==> src/rtl/mips_mc_controller_pkg.sv <==
// Shared encodings for the multicycle MIPS control sequencer: opcodes,
// funct codes, ALU op classes and control codes, datapath select codes
// and the FSM state encoding.
package mips_mc_controller_pkg;

  // Opcodes recognised by the sequencer (instr[31:26])
  localparam logic [5:0] OP_RTYPE = 6'b000000;
  localparam logic [5:0] OP_J     = 6'b000010;
  localparam logic [5:0] OP_BEQ   = 6'b000100;
  localparam logic [5:0] OP_ADDI  = 6'b001000;
  localparam logic [5:0] OP_LW    = 6'b100011;
  localparam logic [5:0] OP_SW    = 6'b101011;

  // R-type funct codes (instr[5:0])
  localparam logic [5:0] FN_ADD = 6'b100000;
  localparam logic [5:0] FN_SUB = 6'b100010;
  localparam logic [5:0] FN_AND = 6'b100100;
  localparam logic [5:0] FN_OR  = 6'b100101;
  localparam logic [5:0] FN_SLT = 6'b101010;

  // ALU operation class requested by the sequencer; 2'b11 is never issued
  typedef enum logic [1:0] {
    ALUOP_ADD   = 2'b00,
    ALUOP_SUB   = 2'b01,
    ALUOP_FUNCT = 2'b10
  } aluop_t;

  // ALU control codes
  localparam logic [2:0] ALU_AND = 3'b000;
  localparam logic [2:0] ALU_OR  = 3'b001;
  localparam logic [2:0] ALU_ADD = 3'b010;
  localparam logic [2:0] ALU_SUB = 3'b110;
  localparam logic [2:0] ALU_SLT = 3'b111;

  // Next-PC source select
  localparam logic [1:0] PC_ALU    = 2'b00;
  localparam logic [1:0] PC_ALUOUT = 2'b01;
  localparam logic [1:0] PC_JUMP   = 2'b10;

  // ALU B operand select
  localparam logic [1:0] SRCB_REG   = 2'b00;
  localparam logic [1:0] SRCB_FOUR  = 2'b01;
  localparam logic [1:0] SRCB_IMM   = 2'b10;
  localparam logic [1:0] SRCB_IMMSH = 2'b11;

  // FSM state encoding; codes 12..15 are unreachable and recover to FETCH
  typedef enum logic [3:0] {
    S_FETCH   = 4'd0,
    S_DECODE  = 4'd1,
    S_MEMADR  = 4'd2,
    S_MEMRD   = 4'd3,
    S_MEMWB   = 4'd4,
    S_MEMWR   = 4'd5,
    S_RTYPEEX = 4'd6,
    S_RTYPEWB = 4'd7,
    S_BEQEX   = 4'd8,
    S_ADDIEX  = 4'd9,
    S_ADDIWB  = 4'd10,
    S_JEX     = 4'd11
  } state_t;

  // True when the opcode has an execution path through the FSM
  function automatic logic op_supported(input logic [5:0] op);
    return (op == OP_LW) || (op == OP_SW) || (op == OP_RTYPE) ||
           (op == OP_BEQ) || (op == OP_ADDI) || (op == OP_J);
  endfunction

endpackage

==> src/rtl/mips_mc_controller_if.sv <==
// Control bundle between the multicycle sequencer and its datapath/memory.
// master = sequencer (drives controls, observes instruction fields and status),
// slave  = datapath side.
interface mips_mc_controller_if;

  // Instruction fields and datapath/memory status
  logic [5:0] op;
  logic [5:0] funct;
  logic       zero;
  logic       mem_ready;

  // Memory handshake and datapath controls
  logic       mem_req;
  logic       memwrite;
  logic       iord;
  logic       irwrite;
  logic       pcen;
  logic [1:0] pcsrc;
  logic       alusrca;
  logic [1:0] alusrcb;
  logic [2:0] alucontrol;
  logic       regdst;
  logic       memtoreg;
  logic       regwrite;
  logic       retire;
  logic       illegal;

  modport master (
    input  op, funct, zero, mem_ready,
    output mem_req, memwrite, iord, irwrite, pcen, pcsrc, alusrca, alusrcb,
           alucontrol, regdst, memtoreg, regwrite, retire, illegal
  );

  modport slave (
    output op, funct, zero, mem_ready,
    input  mem_req, memwrite, iord, irwrite, pcen, pcsrc, alusrca, alusrcb,
           alucontrol, regdst, memtoreg, regwrite, retire, illegal
  );

endinterface

==> src/rtl/mips_mc_controller_alu_decoder.sv <==
// ALU control decode: maps the sequencer's op class plus funct to an ALU code.
// Purely combinational, zero latency, no flow control.
module mips_mc_controller_alu_decoder
  import mips_mc_controller_pkg::*;
(
  input  aluop_t     aluop,
  input  logic [5:0] funct,
  output logic [2:0] alucontrol
);

  // Fixed add/sub for address and branch math; funct decides for R-type
  always_comb begin
    alucontrol = ALU_ADD;
    case (aluop)
      ALUOP_ADD: alucontrol = ALU_ADD;
      ALUOP_SUB: alucontrol = ALU_SUB;
      ALUOP_FUNCT: begin
        case (funct)
          FN_ADD:  alucontrol = ALU_ADD;
          FN_SUB:  alucontrol = ALU_SUB;
          FN_AND:  alucontrol = ALU_AND;
          FN_OR:   alucontrol = ALU_OR;
          FN_SLT:  alucontrol = ALU_SLT;
          default: alucontrol = ALU_ADD;
        endcase
      end
      default: alucontrol = ALU_ADD;
    endcase
  end

endmodule

==> src/rtl/mips_mc_controller.sv <==
// Moore sequencer for the multicycle MIPS core: FETCH/DECODE/EXEC/MEM/WB.
// Latency: 3-5 cycles per instruction plus one per cycle memory is not ready.
// Memory backpressure: FETCH/MEMRD/MEMWR hold with stable request until mem_ready.
module mips_mc_controller
  import mips_mc_controller_pkg::*;
#(
  parameter int MEM_HANDSHAKE = 1,
  parameter int STATEBITS     = 4
) (
  input  logic                 clk,
  input  logic                 rst,
  mips_mc_controller_if.master bus
);

  typedef logic [STATEBITS-1:0] sreg_t;

  localparam sreg_t ST_FETCH   = sreg_t'(S_FETCH);
  localparam sreg_t ST_DECODE  = sreg_t'(S_DECODE);
  localparam sreg_t ST_MEMADR  = sreg_t'(S_MEMADR);
  localparam sreg_t ST_MEMRD   = sreg_t'(S_MEMRD);
  localparam sreg_t ST_MEMWB   = sreg_t'(S_MEMWB);
  localparam sreg_t ST_MEMWR   = sreg_t'(S_MEMWR);
  localparam sreg_t ST_RTYPEEX = sreg_t'(S_RTYPEEX);
  localparam sreg_t ST_RTYPEWB = sreg_t'(S_RTYPEWB);
  localparam sreg_t ST_BEQEX   = sreg_t'(S_BEQEX);
  localparam sreg_t ST_ADDIEX  = sreg_t'(S_ADDIEX);
  localparam sreg_t ST_ADDIWB  = sreg_t'(S_ADDIWB);
  localparam sreg_t ST_JEX     = sreg_t'(S_JEX);

  sreg_t      state_q;
  sreg_t      state_d;
  logic       rdy;
  aluop_t     aluop;

  logic       mem_req;
  logic       memwrite;
  logic       iord;
  logic       irwrite;
  logic       pcen;
  logic [1:0] pcsrc;
  logic       alusrca;
  logic [1:0] alusrcb;
  logic       regdst;
  logic       memtoreg;
  logic       regwrite;
  logic       retire;
  logic       illegal;

  // A single-cycle memory build treats every access as completing at once
  assign rdy = (MEM_HANDSHAKE != 0) ? bus.mem_ready : 1'b1;

  // State register: the only storage in the sequencer
  always_ff @(posedge clk) begin
    if (rst) state_q <= ST_FETCH;
    else     state_q <= state_d;
  end

  // Next-state: memory states wait on rdy, everything else advances each cycle
  always_comb begin
    state_d = ST_FETCH;
    case (state_q)
      ST_FETCH:  state_d = rdy ? ST_DECODE : ST_FETCH;
      ST_DECODE: begin
        case (bus.op)
          OP_LW, OP_SW: state_d = ST_MEMADR;
          OP_RTYPE:     state_d = ST_RTYPEEX;
          OP_BEQ:       state_d = ST_BEQEX;
          OP_ADDI:      state_d = ST_ADDIEX;
          OP_J:         state_d = ST_JEX;
          default:      state_d = ST_FETCH;
        endcase
      end
      ST_MEMADR:  state_d = (bus.op == OP_SW) ? ST_MEMWR : ST_MEMRD;
      ST_MEMRD:   state_d = rdy ? ST_MEMWB : ST_MEMRD;
      ST_MEMWB:   state_d = ST_FETCH;
      ST_MEMWR:   state_d = rdy ? ST_FETCH : ST_MEMWR;
      ST_RTYPEEX: state_d = ST_RTYPEWB;
      ST_RTYPEWB: state_d = ST_FETCH;
      ST_BEQEX:   state_d = ST_FETCH;
      ST_ADDIEX:  state_d = ST_ADDIWB;
      ST_ADDIWB:  state_d = ST_FETCH;
      ST_JEX:     state_d = ST_FETCH;
      default:    state_d = ST_FETCH;
    endcase
  end

  // Output decode from state; reset masks every enable and pulse so an
  // in-flight write or register update cannot commit
  always_comb begin
    mem_req  = 1'b0;
    memwrite = 1'b0;
    iord     = 1'b0;
    irwrite  = 1'b0;
    pcen     = 1'b0;
    pcsrc    = PC_ALU;
    alusrca  = 1'b0;
    alusrcb  = SRCB_REG;
    aluop    = ALUOP_ADD;
    regdst   = 1'b0;
    memtoreg = 1'b0;
    regwrite = 1'b0;
    retire   = 1'b0;
    illegal  = 1'b0;
    case (state_q)
      ST_FETCH: begin
        mem_req = 1'b1;
        alusrcb = SRCB_FOUR;
        irwrite = rdy;
        pcen    = rdy;
      end
      ST_DECODE: begin
        alusrcb = SRCB_IMMSH;
        illegal = !op_supported(bus.op);
      end
      ST_MEMADR: begin
        alusrca = 1'b1;
        alusrcb = SRCB_IMM;
      end
      ST_MEMRD: begin
        mem_req = 1'b1;
        iord    = 1'b1;
      end
      ST_MEMWB: begin
        memtoreg = 1'b1;
        regwrite = 1'b1;
        retire   = 1'b1;
      end
      ST_MEMWR: begin
        mem_req  = 1'b1;
        memwrite = 1'b1;
        iord     = 1'b1;
        retire   = rdy;
      end
      ST_RTYPEEX: begin
        alusrca = 1'b1;
        aluop   = ALUOP_FUNCT;
      end
      ST_RTYPEWB: begin
        regdst   = 1'b1;
        regwrite = 1'b1;
        retire   = 1'b1;
      end
      ST_BEQEX: begin
        alusrca = 1'b1;
        aluop   = ALUOP_SUB;
        pcsrc   = PC_ALUOUT;
        pcen    = bus.zero;
        retire  = 1'b1;
      end
      ST_ADDIEX: begin
        alusrca = 1'b1;
        alusrcb = SRCB_IMM;
      end
      ST_ADDIWB: begin
        regwrite = 1'b1;
        retire   = 1'b1;
      end
      ST_JEX: begin
        pcsrc  = PC_JUMP;
        pcen   = 1'b1;
        retire = 1'b1;
      end
      default: ;
    endcase
    if (rst) begin
      mem_req  = 1'b0;
      memwrite = 1'b0;
      irwrite  = 1'b0;
      pcen     = 1'b0;
      regwrite = 1'b0;
      retire   = 1'b0;
      illegal  = 1'b0;
    end
  end

  mips_mc_controller_alu_decoder u_alu_dec (
    .aluop      (aluop),
    .funct      (bus.funct),
    .alucontrol (bus.alucontrol)
  );

  assign bus.mem_req  = mem_req;
  assign bus.memwrite = memwrite;
  assign bus.iord     = iord;
  assign bus.irwrite  = irwrite;
  assign bus.pcen     = pcen;
  assign bus.pcsrc    = pcsrc;
  assign bus.alusrca  = alusrca;
  assign bus.alusrcb  = alusrcb;
  assign bus.regdst   = regdst;
  assign bus.memtoreg = memtoreg;
  assign bus.regwrite = regwrite;
  assign bus.retire   = retire;
  assign bus.illegal  = illegal;

endmodule
==> src/flat_wrapper.sv <==
// flat-port wrapper written by rule: the top's interface ports become plain ports
module mips_mc_controller_flat import mips_mc_controller_pkg::*;
#(
  parameter int MEM_HANDSHAKE = 1,
  parameter int STATEBITS     = 4
)
  (clk, rst, bus_op, bus_funct, bus_zero, bus_mem_ready, bus_mem_req, bus_memwrite, bus_iord, bus_irwrite, bus_pcen, bus_pcsrc, bus_alusrca, bus_alusrcb, bus_alucontrol, bus_regdst, bus_memtoreg, bus_regwrite, bus_retire, bus_illegal);
  mips_mc_controller_if bus_i ();
  input  logic clk;
  input  logic rst;
  input wire logic [$bits(bus_i.op)-1:0] bus_op;
  input wire logic [$bits(bus_i.funct)-1:0] bus_funct;
  input wire logic [$bits(bus_i.zero)-1:0] bus_zero;
  input wire logic [$bits(bus_i.mem_ready)-1:0] bus_mem_ready;
  output wire logic [$bits(bus_i.mem_req)-1:0] bus_mem_req;
  output wire logic [$bits(bus_i.memwrite)-1:0] bus_memwrite;
  output wire logic [$bits(bus_i.iord)-1:0] bus_iord;
  output wire logic [$bits(bus_i.irwrite)-1:0] bus_irwrite;
  output wire logic [$bits(bus_i.pcen)-1:0] bus_pcen;
  output wire logic [$bits(bus_i.pcsrc)-1:0] bus_pcsrc;
  output wire logic [$bits(bus_i.alusrca)-1:0] bus_alusrca;
  output wire logic [$bits(bus_i.alusrcb)-1:0] bus_alusrcb;
  output wire logic [$bits(bus_i.alucontrol)-1:0] bus_alucontrol;
  output wire logic [$bits(bus_i.regdst)-1:0] bus_regdst;
  output wire logic [$bits(bus_i.memtoreg)-1:0] bus_memtoreg;
  output wire logic [$bits(bus_i.regwrite)-1:0] bus_regwrite;
  output wire logic [$bits(bus_i.retire)-1:0] bus_retire;
  output wire logic [$bits(bus_i.illegal)-1:0] bus_illegal;
  assign bus_i.op = bus_op;
  assign bus_i.funct = bus_funct;
  assign bus_i.zero = bus_zero;
  assign bus_i.mem_ready = bus_mem_ready;
  assign bus_mem_req = bus_i.mem_req;
  assign bus_memwrite = bus_i.memwrite;
  assign bus_iord = bus_i.iord;
  assign bus_irwrite = bus_i.irwrite;
  assign bus_pcen = bus_i.pcen;
  assign bus_pcsrc = bus_i.pcsrc;
  assign bus_alusrca = bus_i.alusrca;
  assign bus_alusrcb = bus_i.alusrcb;
  assign bus_alucontrol = bus_i.alucontrol;
  assign bus_regdst = bus_i.regdst;
  assign bus_memtoreg = bus_i.memtoreg;
  assign bus_regwrite = bus_i.regwrite;
  assign bus_retire = bus_i.retire;
  assign bus_illegal = bus_i.illegal;
  mips_mc_controller #(.MEM_HANDSHAKE(MEM_HANDSHAKE), .STATEBITS(STATEBITS)) u_core (.clk(clk), .rst(rst), .bus(bus_i));
endmodule
==> config.mk <==
export PLATFORM = sky130hd
export DESIGN_NAME = mips_mc_controller_flat
export DESIGN_NICKNAME = d
export VERILOG_FILES = /design/src/rtl/mips_mc_controller_pkg.sv /design/src/rtl/mips_mc_controller_if.sv /design/src/rtl/mips_mc_controller_alu_decoder.sv /design/src/rtl/mips_mc_controller.sv /design/src/flat_wrapper.sv
export SDC_FILE = /design/constraint.sdc
export NUM_CORES = 1
export LEC_CHECK = 0
export CAP_MARGIN = 40
export CORE_MARGIN = 5
export CORE_UTILIZATION = 41
export DETAILED_ROUTE_END_ITERATION = 7
export PLACE_DENSITY = 0.79
export SLEW_MARGIN = 5
export SYNTH_ARGS = -nofsm -noshare
export SYNTH_HDL_FRONTEND = slang
export SYNTH_SLANG_ARGS = --single-unit
==> constraint.sdc <==
create_clock -name clk -period 2.1 [get_ports clk]
set_input_delay 0.21 -clock clk [delete_from_list [all_inputs] [get_ports clk]]
set_output_delay 0.21 -clock clk [all_outputs]
set_load 0.01 [all_outputs]
==> out/metrics.yaml, run 1 <==
worstRegToRegCells: 6
route.detailed.drc: 0
cp-start-kind: "register"
status: "completed"
numCtsBuffers: 3
yosysUniqueCellTypes: 42
finalHoldViolations: 0
ant_nets: 0
rsz0062_at_grt: "no"
final_cell_area_um2: 1190
synth_nets: 126
rows: 15
fin_crit_sh_pct: 96.8
p_per_area_nw_per_um2: 296
first_iter_violations: 19
cts-root-buf: "clkbuf_4"
num_vias: 903
clockBufferDepth: 2
endpoint_kind: "primary output"
cap_viol_max_count: 0
grt_max_degree: 20
hold_class: "in -> reg"
htreeDepth: 1
regMostFlops: "u_core.state_q"
die_w_um: 52.8
finalSetupViolations: 0
crit_path_start: "u_core.state_q[2]$_SDFF_PP0_"
ys_ff_latch: 4
drv_slew: 0
start_util_pct: 43.4
max_freq_mhz: 492
final.setup_skew_ns: 0.00216
clkTransAtPathRegs_ns: 0.04
r2r_end: "u_core.state_q[1]$_SDFF_PP0_"
gr-total-overflow: 0
layout_common_cells: "clkdlybuf4s50_1 (23), nor3_1 (13), buf_4 (10)"
antenna_cells: 0
grt_pass1_wl_mm: 3.55
yosys_warnings: 0
p_leak_uw: 0.000481
track_usage_pct: 16.5
routed_via_density: 5.34
reg_top3: "u_core.state_q x4"
slew_headroom_pct: 75.5
finish.utilization_pct: 69.1
crit_required_ns: 1.89
wl_met1_um: 883
arrival_ns: 1.82
antenna_found_initial: 0
wl_mm: 2.18
dr.pass1.iters: 4
drive_gt1_share_pct: 18.8
final_common_cell: "clkdlybuf4s50_1"
pin_count: 34
hpwl_mm: 1.69
cts.sinks: 4
syn_area_um2: 749
dr_wl_met2_mm: 1.15
route.met3.wl_um: 126
dr.max_layer_used: "met4"
critPathKind: "reg -> out"
tightest_slew_ns: 0.363
syn_inst: 107
vdd_drop_max_mv: 0.192
fin_nets: 165
die_h_um: 52.8
wl_per_cell_um: 12.9
insertion_delay_ns: 0.23
post_cts_buffers: 0
die-area_um2: 2780
synth_seq_area_share_pct: 10.7
hold_path_depth: 4
cts_tree: "done"
syn_to_final_growth_pct: 59.1
r2r_slack_ns: 0.68
worstHoldStart: "bus_op[3]"
cp_max_fo: 3
place.gp.congestion: 0.823
whs_endpoint: "u_core.state_q[2]$_SDFF_PP0_"
first_global_vias: 857
period_needed_ns: 2.03
syn-mean-instance-area_um2: 7.00
dpl-instance-area_um2: 1130
largest_register_ffs: 4
portBuffers: 33
reg2reg_from: "u_core.state_q[1]$_SDFF_PP0_"
cts_hold_buffers: 0
core_um2: 1730
## worst max-delay path by stage
stage                         to
4_1_cts        bus_alucontrol[0]
3_5_place_dp   bus_alucontrol[0]
2_1_floorplan  bus_alucontrol[1]
5_1_grt        bus_alucontrol[2]
3_3_place_gp   bus_alucontrol[0]
6_report       bus_alucontrol[2]
## kinds of logic (layout without fill, tap and decap cells)
kind of cell / count (synthesis) / in the layout / synth area share [%]
xor gates and xnor gates: 3 / 3 / 3.51
AOI/OAI and AO/OA: 26 / 26 / 23.2
and+or+nand+nor: 54 / 54 / 43.4
muxes: 2 / 2 / 2.67
DFF: 4 / 4 / 10.7
adders and majority gates: 3 / 3 / 5.01
buffers and inverters: 15 / 52 / 11.5
## synth_stat cells
| cell type | instances | area, um^2 |
|---|---|---|
| buf_6 | 3 | 33.8 |
| inv_1 | 4 | 15.0 |
| o21bai_1 | 1 | 7.51 |
| nor3b_1 | 1 | 7.51 |
| nand2b_1 | 6 | 37.5 |
| or3_1 | 2 | 12.5 |
| nor2b_1 | 3 | 18.8 |
| buf_2 | 2 | 10.0 |
| buf_1 | 1 | 3.75 |
| dfxtp_1 | 4 | 80.1 |
| and3_1 | 2 | 12.5 |
| nor4b_1 | 1 | 8.76 |
| o211ai_1 | 2 | 15.0 |
| a2111oi_1 | 1 | 10.0 |
| nor3_1 | 13 | 65.1 |
| or2_2 | 1 | 6.26 |
| mux2i_1 | 2 | 20.0 |
| clkbuf_2 | 1 | 5.00 |
| nand3_1 | 2 | 10.0 |
| nor4_1 | 2 | 12.5 |
| nand3b_1 | 4 | 30.0 |
| a2111o_1 | 1 | 11.3 |
| nor2_1 | 7 | 26.3 |
| a21oi_1 | 6 | 30.0 |
| o21ai_0 | 6 | 30.0 |
| clkbuf_1 | 3 | 11.3 |
| a32o_1 | 1 | 10.0 |
| nand2_1 | 5 | 18.8 |
| o21ba_2 | 1 | 10.0 |
| ha_1 | 3 | 37.5 |
| o21ai_1 | 1 | 5.00 |
| a31oi_1 | 2 | 12.5 |
| or2_4 | 1 | 8.76 |
| a41oi_1 | 1 | 8.76 |
| buf_4 | 1 | 7.51 |
| nor4_4 | 1 | 21.3 |
| nand2b_4 | 1 | 13.8 |
| or2b_1 | 2 | 15.0 |
| xor2_1 | 1 | 8.76 |
| a2111oi_0 | 1 | 8.76 |
| o21a_1 | 2 | 15.0 |
| xnor2_1 | 2 | 17.5 |
## area by class of cell
type / instances / area [um^2]
tap: 25 / 31.3
fill: 155 / 534
sequential: 4 / 80.1
multi-input combinational: 88 / 616
clock buffer: 3 / 22.5
inverter: 4 / 15.0
timing repair buffer: 45 / 428
## worst max-delay path, stage by stage (launching register included)
cell and delay, ns:
dfxtp_1 0.31, nand2b_1 0.16, or3_4 0.35, ha_2 0.21
inv_2 0.07, nor4_4 0.04, o21a_1 0.17, dlygate4sd2_1 0.28
## per-layer routing
| metal | track usage [%] | vias up |
|---|---|---|
| met1 | 17.8 | 400 |
| met4 | 6.81 | 0 |
| li1 | - | 467 |
| met3 | 0.855 | 2 |
| met5 | 0 | - |
| met2 | 32.2 | 34 |
## through the flow
| stage | TNS (ns) | hold WS, ns | instances | total power [uW] | setup WS [ns] |
|---|---|---|---|---|---|
| after floorplan | 0 | 0.381 | 107 | 180 | 0.373 |
| after CTS | -0.00264 | 0.677 | 169 | 356 | -0.00197 |
| after global placement | -0.0248 | 0.654 | 166 | 254 | -0.0245 |
| final | 0 | 0.470 | 169 | 353 | 0.0680 |
| after global routing | 0 | 0.509 | 169 | 378 | 0.0126 |
| after detailed placement | -0.408 | 0.671 | 166 | 258 | -0.217 |
## where the power goes
| group | internal [uW] | switching (uW) |
|---|---|---|
| Clock | 63.8 | 29.4 |
| Combinational | 95.0 | 82.1 |
| Sequential | 80.1 | 3.00 |
| Total | 239 | 114 |
## timing repair
| action | CTS | global route |
|---|---|---|
| cloned | 0 | 0 |
| gates resized for setup | 13 | 11 |
| pin swaps | 1 | 0 |
| setup endpoints to repair | 6 | 6 |
(Power assumes the default switching activity.)
==> run 2: changes to the inputs <==
ABC_CLOCK_PERIOD_IN_PS = 2100   (was unset)
==> results of run 2 <==
No change in the layout: final DEF, timing and power equal those of run 1.
